`config.mk`:
```
export PLATFORM = sky130hd
export DESIGN_NAME = mem_access_arbiter
export DESIGN_NICKNAME = d
export VERILOG_FILES = /design/src/rtl/mem_arb_pkg.sv /design/src/rtl/rr_pick8.sv /design/src/rtl/mem_access_arbiter.sv
export SDC_FILE = /design/constraint.sdc
export NUM_CORES = 1
export LEC_CHECK = 0
export BUFFER_PORTS_ARGS = -buffer_cell sky130_fd_sc_hd__buf_4
export CAP_MARGIN = 15
export CORE_ASPECT_RATIO = 0.9
export CORE_MARGIN = 4
export CORE_UTILIZATION = 25
export DETAILED_ROUTE_END_ITERATION = 10
export GPL_TIMING_DRIVEN = 0
export PLACE_DENSITY = 0.65
export SYNTH_ARGS = -nofsm -noshare
export SYNTH_HDL_FRONTEND = slang
export SYNTH_SLANG_ARGS = --single-unit
```
`constraint.sdc`:
```
create_clock -name main_clk -period 4.3 [get_ports main_clk]
set_clock_uncertainty 0.1 [all_clocks]
set_input_delay 0.86 -clock main_clk [delete_from_list [all_inputs] [get_ports main_clk]]
set_output_delay 0.86 -clock main_clk [all_outputs]
set_load 0.005 [all_outputs]
```
`src/rtl/mem_arb_pkg.sv`:
```
// Shared types and constants for the memory access arbiter.
package mem_arb_pkg;

  typedef enum logic [1:0] {
    IDLE      = 2'd0,
    ISSUE     = 2'd1,
    WAIT_DONE = 2'd2
  } arb_state_t;

  localparam logic [3:0] SRC_FETCH0 = 4'd8;
  localparam logic [3:0] SRC_FETCH1 = 4'd9;

  typedef struct packed {
    logic [3:0]  source;
    logic        is_stack;
    logic        is_write;
    logic        is_byte;
    logic [2:0]  size;
    logic [31:0] address;
  } issue_cmd_t;

  function automatic logic [3:0] fetch_source(input logic port);
    return port ? SRC_FETCH1 : SRC_FETCH0;
  endfunction

endpackage

```
`src/rtl/rr_pick8.sv`:
```
// Combinational 8-way round-robin select: first set req bit at or above ptr, wrapping 7->0.
module rr_pick8 (
  input  logic [7:0] req,
  input  logic [2:0] ptr,
  output logic       found,
  output logic [2:0] index
);

  logic [2:0] cand;

  always_comb begin
    found = 1'b0;
    index = 3'd0;
    cand  = 3'd0;
    for (int i = 0; i < 8; i++) begin
      cand = ptr + 3'(i);
      if (!found && req[cand]) begin
        found = 1'b1;
        index = cand;
      end
    end
  end

endmodule

```
`src/rtl/mem_access_arbiter.sv`:
```
// Shares the memory_interface request path between executer and instruction-fetch ports.
// One transaction at a time: grant, valid/ready issue, wait for mem_done, one-cycle ack.
//
// state     | meaning
// IDLE      | no transaction; choose a winner among eligible requesters
// ISSUE     | command held on the issue channel, waiting for issue_ready
// WAIT_DONE | command accepted, waiting for mem_done
module mem_access_arbiter
  import mem_arb_pkg::*;
#(
  parameter int NUM_EXECUTERS = 8,
  parameter int STARVE_LIMIT  = 4,
  parameter int FETCH_ADDR_W  = 26
) (
  input  logic                                main_clk,
  input  logic                                main_rst_n,
  input  logic [NUM_EXECUTERS-1:0]            ex_req_general,
  input  logic [NUM_EXECUTERS-1:0]            ex_req_stack,
  input  logic [NUM_EXECUTERS-1:0]            ex_is_write,
  input  logic [NUM_EXECUTERS-1:0]            ex_is_byte,
  input  logic [NUM_EXECUTERS-1:0][2:0]       ex_stack_size,
  input  logic [NUM_EXECUTERS-1:0][31:0]      ex_address,
  input  logic [1:0]                          if_req,
  input  logic [1:0][FETCH_ADDR_W-1:0]        if_address,
  input  logic                                void_instruction_fetch,
  output logic [NUM_EXECUTERS-1:0]            ack_executer,
  output logic [1:0]                          ack_fetch,
  output logic                                issue_valid,
  input  logic                                issue_ready,
  output logic [3:0]                          issue_source,
  output logic                                issue_is_stack,
  output logic                                issue_is_write,
  output logic                                issue_is_byte,
  output logic [2:0]                          issue_size,
  output logic [31:0]                         issue_address,
  input  logic                                mem_done,
  output logic                                busy
);

  localparam int SW = $clog2(STARVE_LIMIT + 1);
  localparam logic [SW-1:0] STARVE_MAX = SW'(STARVE_LIMIT);

  arb_state_t  state;
  issue_cmd_t  cmd;
  issue_cmd_t  next_cmd;
  logic [2:0]  rr_ptr;
  logic [SW-1:0] starve_cnt;
  logic        voided;
  logic        dropped;

  logic [NUM_EXECUTERS-1:0] ex_elig;
  logic [1:0]  f_elig;
  logic        ex_found;
  logic [2:0]  ex_idx;
  logic        take_fetch;
  logic        grant;

  logic        src_is_fetch;
  logic [2:0]  src_ex;
  logic        src_req;
  logic        suppress;
  logic [NUM_EXECUTERS-1:0] ack_ex_next;
  logic [1:0]  ack_f_next;

  assign ex_elig = ex_req_general | ex_req_stack;
  assign f_elig  = if_req & {2{~void_instruction_fetch}};

  rr_pick8 u_pick (
    .req   (ex_elig),
    .ptr   (rr_ptr),
    .found (ex_found),
    .index (ex_idx)
  );

  // Fetches normally win; executers take over once they have watched STARVE_LIMIT fetch grants.
  assign take_fetch = (|f_elig) && ((starve_cnt < STARVE_MAX) || !ex_found);
  assign grant      = take_fetch || ex_found;

  always_comb begin
    next_cmd = '0;
    if (take_fetch) begin
      next_cmd.source  = fetch_source(~f_elig[0]);
      next_cmd.address = 32'(f_elig[0] ? if_address[0] : if_address[1]);
      next_cmd.address[0] = 1'b0;
    end else begin
      next_cmd.source   = {1'b0, ex_idx};
      next_cmd.is_stack = ex_req_stack[ex_idx];
      next_cmd.is_write = ex_is_write[ex_idx];
      next_cmd.is_byte  = ex_req_stack[ex_idx] ? 1'b0 : ex_is_byte[ex_idx];
      next_cmd.size     = ex_req_stack[ex_idx] ? ex_stack_size[ex_idx] : 3'd0;
      next_cmd.address  = ex_address[ex_idx];
    end
  end

  assign src_is_fetch = cmd.source[3];
  assign src_ex       = cmd.source[2:0];
  assign src_req      = src_is_fetch ? if_req[cmd.source[0]] : ex_elig[src_ex];
  assign suppress     = src_is_fetch ? (voided | void_instruction_fetch) : (dropped | ~src_req);

  always_comb begin
    ack_ex_next = '0;
    ack_f_next  = '0;
    if (!suppress) begin
      if (src_is_fetch) ack_f_next[cmd.source[0]] = 1'b1;
      else              ack_ex_next[src_ex]       = 1'b1;
    end
  end

  always_ff @(posedge main_clk or negedge main_rst_n) begin
    if (!main_rst_n) begin
      state        <= IDLE;
      cmd          <= '0;
      issue_valid  <= 1'b0;
      ack_executer <= '0;
      ack_fetch    <= '0;
      rr_ptr       <= 3'd0;
      starve_cnt   <= '0;
      voided       <= 1'b0;
      dropped      <= 1'b0;
    end else begin
      ack_executer <= '0;
      ack_fetch    <= '0;
      unique case (state)
        IDLE: begin
          if (grant) begin
            cmd         <= next_cmd;
            issue_valid <= 1'b1;
            voided      <= 1'b0;
            dropped     <= 1'b0;
            state       <= ISSUE;
            if (take_fetch) begin
              if (!ex_found)                     starve_cnt <= '0;
              else if (starve_cnt != STARVE_MAX) starve_cnt <= starve_cnt + 1'b1;
            end else begin
              rr_ptr     <= ex_idx + 3'd1;
              starve_cnt <= '0;
            end
          end
        end
        ISSUE: begin
          if (issue_ready) begin
            issue_valid <= 1'b0;
            if (mem_done) begin
              ack_executer <= ack_ex_next;
              ack_fetch    <= ack_f_next;
              state        <= IDLE;
            end else begin
              voided  <= src_is_fetch & void_instruction_fetch;
              dropped <= ~src_is_fetch & ~src_req;
              state   <= WAIT_DONE;
            end
          end else if (!src_req || (src_is_fetch && void_instruction_fetch)) begin
            issue_valid <= 1'b0;
            state       <= IDLE;
          end
        end
        WAIT_DONE: begin
          if (mem_done) begin
            ack_executer <= ack_ex_next;
            ack_fetch    <= ack_f_next;
            voided       <= 1'b0;
            dropped      <= 1'b0;
            state        <= IDLE;
          end else begin
            voided  <= voided  | (src_is_fetch & void_instruction_fetch);
            dropped <= dropped | (~src_is_fetch & ~src_req);
          end
        end
        default: begin
          issue_valid <= 1'b0;
          state       <= IDLE;
        end
      endcase
    end
  end

  assign busy           = (state != IDLE);
  assign issue_source   = cmd.source;
  assign issue_is_stack = cmd.is_stack;
  assign issue_is_write = cmd.is_write;
  assign issue_is_byte  = cmd.is_byte;
  assign issue_size     = cmd.size;
  assign issue_address  = cmd.address;

  // A port raising both request kinds is served as a stack access.
  a_one_kind : assert property (@(posedge main_clk) disable iff (!main_rst_n)
    !(|(ex_req_general & ex_req_stack)))
    else $error("executer raised general and stack request together");

  a_done_ctx : assert property (@(posedge main_clk) disable iff (!main_rst_n)
    mem_done |-> (state != IDLE))
    else $warning("mem_done outside a transaction ignored");

endmodule

```
==> results.toml <==
[timing]
final.min_clock_period_ns = 4.205
finalCritPeriodShare_pct = 97.80
setup_tns_ns = 0
worst_pin_slew_ns = 0.9259
hold_violations = 0
fmaxAchievable_mhz = 237.8
finalSetupViolCount = 0
fin_ws_ns = 0.09453
slew-limit-headroom_pct = 38.27
report.final.slew_viol_count = 0

[setup_path]
start_kind = "flop"
path_class = "flop to flop"
crit_arrival_ns = 4.34
cp-end-kind = "flop"
cp.required_ns = 4.43
cp_max_fo = 10

[clocking]
cts.sinks = 63
clock_latency_ns = 0.34
cts_htree_levels = 3
cts_made_buffers = 9
clockBufferDepth = 2
cts_tree = "yes"
cts-root-buf = "clkbuf_16"
postCtsHoldBufs = 0
clkTransAtPathRegs_ns = 0.06

[grt]
grt_use_total_pct = 23.84
grt_pass1_vias = 8394
antenna_found_initial = 0
grt_pass1_wl_um = 51460
grt_max_degree = 64
grt_overflow = 0

[placement]
pre_cts_ws_ns = -1.486
dp_hpwl_um = 29700
placedInstanceArea_um2 = 10130
port_buffers = 422
place_congestion = 1.008

[drt]
postRouteAntennaNets = 0
initialDrtViolationCount = 834
wl_um = 36770
wl_per_cell_um = 23.61
num_vias = 8324
viasPerCell = 5.346
drc = 0
drt_first_pass_iters = 7

[cells_and_area]
layout_commonest_cell = "buf_4"
layout.nets = 1587
area_delta_synth_final_pct = 66.52
fin_area_um2 = 10870
post-route-util_pct = 42.79
drive_gt1_share_pct = 48.72
most-common-layout-cells = "buf_4, nand2_1, dfrtp_1"

[die]
die_area_um2 = 28750
die_w_um = 178.3
row_count = 55
coreArea_um2 = 25390
fp.dieH_um = 161.3
io_pins = 425
start_util_pct = 25.70

[power]
vdd_drop_max_v = 0.0003772
power.leakage_nw = 4.968
power_mw = 9.566
p_per_area_nw_per_um2 = 880.4

[yosys]
syn-num-nets = 1139
synth_seq_cells = 63
yosysTopAreaCellShare_pct = 24.16
synthXorXnorAreaFrac_pct = 0.8245
synthSimpleGateAreaFrac_pct = 23.26
synthAdderAreaFrac_pct = 1.534
synth_area_um2 = 6525
synth_ff_type = "dfrtp_1"
synth_compound_area_share_pct = 24.16
async_flop_share_pct = 100.0
netlist.top_cell.by_area = "dfrtp_1"
ys_seq_area_share_pct = 24.16
synth_top_family_by_area = "compound AO/OA/AOI/OAI gates"
synthMuxAreaShare_pct = 20.54
ys_types = 74
synth_cells = 760
synthTopCellsByArea = "dfrtp_1, nand2_1, mux4_2, mux2i_1, a32o_1"
avgSynthCellArea_um2 = 8.586
synth_edf_count = 0
ys_warn_count = 0

[job]
maxCapViolations = 0

[min_path]
min_path_type = "flop to flop"

[status]
status = "complete, no violations"
==> logic make-up after synthesis <==
family,count (synthesis)
AND/OR/NAND/NOR,333
XOR/XNOR,4
adder cells (fa/ha/maj),8
flip-flops,63
buffers and inverters,76
multiplexers,93
AO/OA/AOI/OAI,183
==> synth_stat cells (4+ instances only) <==
cell type	count
nand2_1	191
mux2_2	4
a32o_1	28
ha_1	8
and3_1	4
or2_1	9
nand3_1	31
a211o_1	4
mux4_2	31
a22oi_1	9
buf_4	4
dfrtp_1	63
a311oi_1	26
a211oi_2	17
o31ai_1	4
and2_1	25
nor3_1	11
o21ai_0	10
nor2_1	30
buf_2	22
a211oi_1	11
mux2i_1	56
inv_1	9
buf_6	4
clkbuf_1	30
a21oi_1	14
a22o_1	4
a32oi_1	26
nand2b_1	8
==> critical path, cell delays in order (launching register included) <==
cell,delay (ns)
dfrtp_1,0.40
buf_6,0.15
buf_4,0.17
nor4b_1,0.14
nor4_1,0.72
mux2i_4,0.18
nand3_1,0.23
o2111ai_1,0.21
a21oi_4,0.27
or4b_1,0.46
buf_2,0.21
buf_6,0.19
a211oi_2,0.26
a311oi_1,0.09
a32o_1,0.29
==> routing by layer <==
layer  up-vias  track usage, %  routed length [µm]
met4         0           5.581                 749
met3        52           5.429                3550
li1       3784               -                   -
met2       495           40.38               17560
met1      3993           30.93               14910
met5         -               0                   0
==> final cells by class <==
class / instances / area [µm²]
Antenna cell: 2 / 5.005
Buffer: 61 / 377.9
Clock buffer: 10 / 239.0
Clock inverter: 6 / 91.34
Fill cell: 2560 / 14530
Inverter: 13 / 62.56
Multi-Input combinational cell: 621 / 4777
Sequential cell: 63 / 1577
Tap cell: 342 / 427.9
Timing Repair Buffer: 439 / 3308
==> repair_timing <==
item,CTS,global route
gates cloned,0,0
setup endpoints to repair,50,42
hold endpoints to repair,0,0
buffers inserted,13,4
gates resized for setup,50,22
pin swaps,8,2
==> registers in the layout (all words and copies together), names as in the netlist, 2 cells and up <==
register	count
ack_executer	8
ack_fetch	2
issue_address	32
issue_size	3
issue_source	4
rr_ptr	3
starve_cnt	3
state	2
==> stage by stage <==
step           hold slack [ns]  std cells
6_report                0.3705       1557
5_1_grt                 0.3924       1555
4_1_cts                 0.3711       1552
3_5_place_dp            0.3588       1524
3_3_place_gp            0.3519       1524
2_1_floorplan           0.3628        760
==> power by group <==
part | internal (mW) | switching [mW]
combinational | 3.24 | 4.49
clock | 0.528 | 0.316
sequential | 0.838 | 0.160
==> worst paths after layout <==
path / slack, ns / cells after the start / end / startpoint
min reg2reg: 0.37 / 2 / issue_address[29] / issue_address[29]
min in group asynchronous: 0.56 / 1 / issue_address[10] / main_rst_n
max reg2reg: 0.09 / 14 / issue_address[22] / rr_ptr[0]
min: 0.37 / 2 / issue_address[29] / issue_address[29]
max in group asynchronous: 2.94 / 1 / issue_is_byte / main_rst_n
max: 0.09 / 14 / issue_address[22] / rr_ptr[0]
Note: power is estimated with default switching activity, not from simulation.
